`config.mk`:
```
export PLATFORM = sky130hd
export DESIGN_NAME = shim_trig_timestamp_reader
export DESIGN_NICKNAME = d
export VERILOG_FILES = /design/src/rtl/shim_trig_timestamp_reader.sv
export SDC_FILE = /design/constraint.sdc
export NUM_CORES = 1
export LEC_CHECK = 0
export ABC_AREA = 1
export CAP_MARGIN = 15
export CORE_MARGIN = 4
export CORE_UTILIZATION = 40
export CTS_BUF_LIST = sky130_fd_sc_hd__clkbuf_8
export DETAILED_ROUTE_END_ITERATION = 16
export PLACE_DENSITY = 0.69
export REMOVE_ABC_BUFFERS = 1
export SETUP_SLACK_MARGIN = 0.3
export SYNTH_ARGS = -nofsm -noshare
export SYNTH_HDL_FRONTEND = slang
export SYNTH_SLANG_ARGS = --single-unit
```
`constraint.sdc`:
```
create_clock -name clk -period 8.1 [get_ports clk]
set_input_delay 2.43 -clock clk [delete_from_list [all_inputs] [get_ports clk]]
set_output_delay 2.43 -clock clk [all_outputs]
set_load 0.01 [all_outputs]
```
`src/rtl/shim_trig_timestamp_reader.sv`:
```
// Drains a FWFT trigger FIFO, pairs 32-bit words into 64-bit timestamps, and
// streams each timestamp with a saturating delta from its predecessor.
module shim_trig_timestamp_reader #(
    parameter int DELTA_WIDTH = 32
) (
    input  logic                   clk,
    input  logic                   rst,
    input  logic                   flush,
    output logic                   data_word_rd_en,
    input  logic [31:0]            data_word,
    input  logic                   data_buf_empty,
    output logic [63:0]            ts_tdata,
    output logic [DELTA_WIDTH-1:0] ts_delta,
    output logic                   ts_first,
    output logic                   ts_tvalid,
    input  logic                   ts_tready,
    output logic [31:0]            trig_count,
    output logic                   order_err
);

    typedef enum logic {
        S_LOW,
        S_HIGH
    } state_t;

    localparam logic [63:0] SAT_MAX =
        (DELTA_WIDTH >= 64) ? '1 : ((64'd1 << DELTA_WIDTH) - 64'd1);

    state_t                 state_q, state_d;
    logic [31:0]            low_hold_q, low_hold_d;
    logic [63:0]            prev_ts_q, prev_ts_d;
    logic                   first_q, first_d;
    logic [63:0]            ts_tdata_q, ts_tdata_d;
    logic [DELTA_WIDTH-1:0] ts_delta_q, ts_delta_d;
    logic                   ts_first_q, ts_first_d;
    logic                   ts_tvalid_q, ts_tvalid_d;
    logic [31:0]            trig_count_q, trig_count_d;
    logic                   order_err_q, order_err_d;

    logic        pop;
    logic        handshake;
    logic        slot_free;
    logic [63:0] ts_full;
    logic [63:0] ts_diff;

    assign handshake = ts_tvalid_q && ts_tready;
    assign slot_free = !ts_tvalid_q || ts_tready;
    assign ts_full   = {data_word, low_hold_q};
    assign ts_diff   = ts_full - prev_ts_q;

    // The pop strobe must never fire while empty, in reset, or during flush.
    always_comb begin
        pop = 1'b0;
        if (!rst && !flush && !data_buf_empty) begin
            case (state_q)
                S_LOW:   pop = 1'b1;
                S_HIGH:  pop = slot_free;
                default: pop = 1'b0;
            endcase
        end
    end

    assign data_word_rd_en = pop;

    // NOTE: every _d starts as its _q so no path through this block leaves a
    // variable unassigned, which would otherwise infer a latch.
    always_comb begin
        state_d      = state_q;
        low_hold_d   = low_hold_q;
        prev_ts_d    = prev_ts_q;
        first_d      = first_q;
        ts_tdata_d   = ts_tdata_q;
        ts_delta_d   = ts_delta_q;
        ts_first_d   = ts_first_q;
        ts_tvalid_d  = ts_tvalid_q;
        trig_count_d = trig_count_q;
        order_err_d  = order_err_q;

        if (handshake) begin
            ts_tvalid_d  = 1'b0;
            trig_count_d = trig_count_q + 32'd1;
        end

        if (pop && state_q == S_LOW) begin
            low_hold_d = data_word;
            state_d    = S_HIGH;
        end

        if (pop && state_q == S_HIGH) begin
            ts_tdata_d  = ts_full;
            ts_tvalid_d = 1'b1;
            prev_ts_d   = ts_full;
            first_d     = 1'b0;
            state_d     = S_LOW;
            if (first_q) begin
                ts_delta_d = '0;
                ts_first_d = 1'b1;
            end else if (ts_full >= prev_ts_q) begin
                ts_delta_d = (ts_diff > SAT_MAX) ? '1 : ts_diff[DELTA_WIDTH-1:0];
                ts_first_d = 1'b0;
            end else begin
                ts_delta_d  = '0;
                ts_first_d  = 1'b0;
                order_err_d = 1'b1;
            end
        end

        // Flush wins over any same-cycle handshake; that handshake is not counted.
        if (flush) begin
            state_d      = S_LOW;
            low_hold_d   = '0;
            prev_ts_d    = '0;
            first_d      = 1'b1;
            ts_tvalid_d  = 1'b0;
            trig_count_d = trig_count_q;
        end
    end

    // NOTE: sequential state uses non-blocking assignments so every flop
    // samples the pre-edge values regardless of statement order.
    always_ff @(posedge clk) begin
        if (rst) begin
            state_q      <= S_LOW;
            low_hold_q   <= '0;
            prev_ts_q    <= '0;
            first_q      <= 1'b1;
            ts_tdata_q   <= '0;
            ts_delta_q   <= '0;
            ts_first_q   <= 1'b0;
            ts_tvalid_q  <= 1'b0;
            trig_count_q <= '0;
            order_err_q  <= 1'b0;
        end else begin
            state_q      <= state_d;
            low_hold_q   <= low_hold_d;
            prev_ts_q    <= prev_ts_d;
            first_q      <= first_d;
            ts_tdata_q   <= ts_tdata_d;
            ts_delta_q   <= ts_delta_d;
            ts_first_q   <= ts_first_d;
            ts_tvalid_q  <= ts_tvalid_d;
            trig_count_q <= trig_count_d;
            order_err_q  <= order_err_d;
        end
    end

    assign ts_tdata   = ts_tdata_q;
    assign ts_delta   = ts_delta_q;
    assign ts_first   = ts_first_q;
    assign ts_tvalid  = ts_tvalid_q;
    assign trig_count = trig_count_q;
    assign order_err  = order_err_q;

endmodule

```
==> results of run 1 <==
==> power by group <==
group          switching (uW)  leakage [uW]  internal (uW)
logic                     377       0.00534            169
registers                7.73       0.00185           1140
clock network             507      0.000512            669
total                     893       0.00770           1970
==> metal layers <==
layer	GRT usage [%]	vias to the layer above	part of all wire, %
li1	-	7519	-
met1	32.3	6598	46
met3	3.31	75	4.7
met5	0	-	0
met2	42.0	339	47
met4	7.76	0	2.9
==> cells by family (layout without fill, tap and decap cells) <==
kind of cell | after synthesis | count (layout) | synth area share (%)
other | 0 | 1 | 0
buffers and inverters | 460 | 657 | 12.5
AND/OR/NAND/NOR | 1233 | 1233 | 35.9
adder cells (fa/ha/maj) | 66 | 66 | 5.90
XOR/XNOR | 37 | 37 | 2.30
flip-flops | 229 | 229 | 32.5
AO/OA/AOI/OAI | 301 | 301 | 10.9
==> layout make-up <==
type | instances | area (um2) | share of cell area (%)
well taps | 455 | 569 | 3.33
inverters | 404 | 1520 | 8.86
multi-input cells | 1637 | 7780 | 45.5
clock inverters | 18 | 115 | 0.673
flip-flops and latches | 229 | 4580 | 26.8
clock buffers | 58 | 798 | 4.66
diodes | 1 | 2.50 | 0.0146
repair buffers | 177 | 1750 | 10.2
==> per-stage QoR <==
stage               utilization [%]  hold WS [ps]  cells  TNS (ps)  instance area (um2)
floorplan                         -           442   2270    -58170                13900
global placement               46.7           449   2902         0                16200
detailed placement             46.7           452   2902         0                16200
CTS                            49.3           464   2978         0                17100
global route                   49.3           470   2978         0                17100
finish                         49.3           460   2979         0                17100
==> final timing paths <==
kind / end / cells after the start
setup / recovery: data_word_rd_en / 7
hold / removal: ts_tdata[41]$_SDFFE_PP0P_ / 2
setup reg to reg: ts_delta[16]$_SDFFE_PP0P_ / 20
hold reg to reg: ts_tdata[41]$_SDFFE_PP0P_ / 2
==> state kept, by name, indices dropped and copies added (netlist names) <==
signal / cells
ts_tdata: 64
first_q: 1
ts_delta: 32
ts_tvalid: 1
prev_ts_q: 64
state_q: 1
ts_first: 1
low_hold_q: 32
trig_count: 32
order_err: 1
==> critical path, delay by kind of cell <==
kind	cells	cell delay (ps)
AND/OR/NAND/NOR	4	530
buffers and inverters	3	1220
==> cells in the final DEF (no fill, tap or decap), drive strengths merged <==
master | Yosys | routed
xor2 | 6 | 6
or3 | 1 | 1
and3 | 2 | 2
buf | 14 | 10
clkinvlp | 0 | 1
nand4 | 18 | 18
a221oi | 1 | 1
o221a | 1 | 1
xnor2 | 31 | 31
dfxtp | 229 | 229
o21bai | 4 | 4
a21oi | 166 | 166
nand3b | 11 | 11
a31oi | 1 | 1
nor4 | 11 | 11
fa | 1 | 1
nor2 | 180 | 180
o21ai | 124 | 124
nand2 | 872 | 872
clkbuf | 42 | 58
diode | 0 | 1
o21a | 4 | 4
nor3 | 27 | 27
clkinv | 1 | 6
clkdlybuf4s50 | 0 | 167
inv | 403 | 414
bufinv | 0 | 1
or2 | 1 | 1
nand3 | 101 | 101
ha | 65 | 65
and2 | 4 | 4
nor3b | 5 | 5
==> flow_metrics.tcl, run 1 <==
set metrics [dict create \
    core_area_um2 34700 \
    p_per_area_nw_per_um2 167 \
    worst_pin_slew_ps 1050 \
    die_x_um 196 \
    finalHoldViolCount 0 \
    h-tree-depth 2 \
    ys_ff_latch 229 \
    die_y_um 196 \
    r2r-start "low_hold_q[0]$_SDFFE_PP0P_" \
    vdd_ir_drop_max_mv 0.134 \
    finalClockSkew_ps 27.4 \
    syn-cell-area_um2 14100 \
    grt_overflow_total 0 \
    first_global_vias 13700 \
    grt_pass1_wl_um 75200 \
    hold_buffers 0 \
    postCtsSetupRepairBufs 0 \
    yosysTopAreaCellShare_pct 32.5 \
    drc 0 \
    wl_per_cell_um 16.4 \
    cts-root-buf "clkbuf_8" \
    rows 68 \
    antenna_found_initial 0 \
    finalSetupViolations 0 \
    cp-startpoint "flush" \
    max_freq_mhz 151 \
    final_nets 2593 \
    preCtsSetupSlack_ps 1510 \
    cp_max_fo 11 \
    io_pins 169 \
    cts_resized 0 \
    synth_common_cells "nand2_1, inv_1, dfxtp_1" \
    cts_buffers 41 \
    drive_gt1_share_pct 4.48 \
    synth-edff-count 0 \
    critical_path_class "primary input to output pin" \
    yosysMostFrequentCell "nand2_1" \
    ys.warnings.count 0 \
    start_util_pct 40.7 \
    holdCritPathClass "flip-flop to flip-flop" \
    startpoint_type "primary input" \
    ant_nets 0 \
    synthCells 2326 \
    cts_num_sinks 229 \
    io_buffers 168 \
    rsz0062_at_grt "no" \
    slowest_stage "clkdlybuf4s50_1" \
    yosys_most_used_dff "dfxtp_1" \
    crit_path_cell_trace "clkdlybuf4s50_1, nor2_2, nand2_1, nor2_4, inv_1, nand2_1, clkdlybuf4s50_1" \
    min_period_ps 6610 \
    drv_cap 0 \
    hpwl_um 39200 \
    crit_path_max_incr_delay_ps 540 \
    setup_ws_ps 1490 \
    via_count 14500 \
    route.final.wire_length_um 48900 \
    status "finished clean" \
    fin_crit_sh_pct 81.6 \
    required_ps 5670 \
    cp.arrival_ps 4180 \
    cp-end-kind "output pin" \
    synthArstFlopShare_pct 0 \
    die-area_um2 38400 \
    drt_pass1_iterations 5 \
    clkTransAtPathRegs_ps 50 \
    cts_tree "built" \
    r2r_slack_ps 4270 \
    synth.distinct_cells 39 \
    worstHoldStart "ts_tdata[41]$_SDFFE_PP0P_" \
    synthTopCellsByArea "dfxtp_1, nand2_1, inv_1" \
    grt_max_degree 60 \
    drt_iter0_markers 840 \
    areaGrowthSynthToFinish_pct 21.2 \
    clockBufferDepth 3 \
    vias_per_cell 4.88 \
    avgSynthCellArea_um2 6.07 \
    insertion_delay_ps 610 \
    track_usage_pct 24.6 \
    synth.largest_area_cell "dfxtp_1" \
    power_uw 2870 \
    drv_slew 0 \
    yosysSeqAreaShare_pct 32.5 \
    leakage_uw 0.00770 \
    routabilityCongestion 0.935 \
    fillers 3725 \
    relSlewSlack_pct 29.5 \
]
No activity file was read; power rests on OpenSTA's default activity.
==> inputs of run 2 (changes only) <==
==> constraint.sdc (replaced) <==
create_clock -name clk -period 6.85 [get_ports clk]
set_input_delay 2.055 -clock clk [delete_from_list [all_inputs] [get_ports clk]]
set_output_delay 2.055 -clock clk [all_outputs]
set_load 0.01 [all_outputs]
==> run 2 against run 1 <==
  * Global-route usage up 1.0 points
  * Power up 12%
  * Core utilization down 0.41 points
  * Count of clock-buffer cells in the layout down 11
  * Critical path type unchanged
  * Critical endpoint unchanged
  * Highest routed layer unchanged
==> flow_metrics.tcl, run 2 (synthesis results as in run 1) <==
set metrics [dict create \
    cts_resized 0 \
    first_global_vias 14000 \
    route.final.wire_length_um 50400 \
    cts_tree "built" \
    drive_gt1_share_pct 4.05 \
    cts-root-buf "clkbuf_8" \
    start_util_pct 40.7 \
    layout_commonest_cell "nand2_1" \
    cts_buffers 40 \
    wl_per_cell_um 16.9 \
    insertion_delay_ps 620 \
    cp-end-kind "output pin" \
    ant_nets 0 \
    hold_buffers 0 \
    via_count 14600 \
    fin_cells 2972 \
    startpoint_type "primary input" \
    drt_iter0_markers 845 \
    track_usage_pct 25.6 \
    cts_num_sinks 229 \
    final_nets 2594 \
    drc 0 \
    regArea_um2 4580 \
    grt_max_degree 100 \
    io_pins 169 \
    max_freq_mhz 178 \
    finalSetupViolations 0 \
    required_ps 4800 \
    die_y_um 196 \
    postCtsSetupRepairBufs 0 \
    vdd_ir_drop_max_mv 0.173 \
    place_inst 2904 \
    h-tree-depth 2 \
    status "finished clean" \
    p_per_area_nw_per_um2 189 \
    worstHoldPathCells 2 \
    die-area_um2 38400 \
    min_period_ps 5610 \
    drv_cap 0 \
    drt_pass1_iterations 6 \
    critical_path_class "primary input to output pin" \
    multi_input_area_um2 7780 \
    core_area_um2 34700 \
    antennaDiodeCount 0 \
    fin_crit_sh_pct 81.9 \
    cp.arrival_ps 3560 \
    r2r_cells 19 \
    clockBufferDepth 3 \
    rows 68 \
    finalClockSkew_ps 45.8 \
    grt_pass1_wl_um 77800 \
    worst_pin_slew_ps 1080 \
    relSlewSlack_pct 28.3 \
    finalHoldViolCount 0 \
    clkTransAtPathRegs_ps 50 \
    grt_overflow_total 0 \
    rsz0062_at_grt "no" \
    final_util_pct 48.9 \
    mostFrequentLayoutCells "nand2_1, inv_1, dfxtp_1" \
    vias_per_cell 4.93 \
    r2r_slack_ps 3130 \
    areaGrowthSynthToFinish_pct 20.2 \
    io_buffers 168 \
    hpwl_um 40400 \
    routabilityCongestion 0.981 \
    antenna_found_initial 0 \
    cp_max_fo 2 \
    holdCritPathClass "flip-flop to flip-flop" \
    fillers 3734 \
    leakage_uw 0.00765 \
    drv_slew 0 \
    die_x_um 196 \
]
[run 2: cell type report]
cell class / count / area share, %
Clock buffer: 47 / 3.81
Clock inverter: 21 / 0.590
Inverter: 404 / 8.93
Multi-Input combinational cell: 1637 / 45.8
Sequential cell: 229 / 27.0
Tap cell: 455 / 3.35
Timing Repair Buffer: 179 / 10.5
[run 2: final timing paths]
path / startpoint / to
setup / recovery: flush / data_word_rd_en
setup reg to reg: low_hold_q[25]$_SDFFE_PP0P_ / ts_delta[21]$_SDFFE_PP0P_
hold / removal: ts_tdata[40]$_SDFFE_PP0P_ / ts_tdata[40]$_SDFFE_PP0P_
hold reg to reg: ts_tdata[40]$_SDFFE_PP0P_ / ts_tdata[40]$_SDFFE_PP0P_
[run 2: where the power goes]
part           leakage, uW  switching (uW)  internal [uW]
clock network     0.000446             582            623
registers          0.00185            9.20           1340
logic              0.00536             454            200
total              0.00765            1050           2170
[run 2: critical path, cell delays in order]
cell and delay (ps):
clkdlybuf4s50_1 430, nor2_2 150, nand2_1 120, nor2_1 100
inv_1 80, nand2_1 70, clkdlybuf4s50_1 550
[run 2: through the flow]
step           hold slack (ps)  area (um2)  total power, uW  TNS (ps)  setup WS [ps]
2_1_floorplan              442       13900             1790   -180540          -1650
3_3_place_gp               448       16200             2030         0           1210
3_5_place_dp               452       16200             2030         0           1160
4_1_cts                    462       17000             3240         0           1240
5_1_grt                    475       17000             3360         0           1140
6_report                   458       17000             3210         0           1240
[run 2: metal layers]
metal	vias up	share of wire [%]	GRT usage, %
met5	-	0	0
met4	0	3.4	8.95
met3	88	5.7	3.25
met2	391	46	43.7
met1	6623	45	33.5
li1	7536	-	-
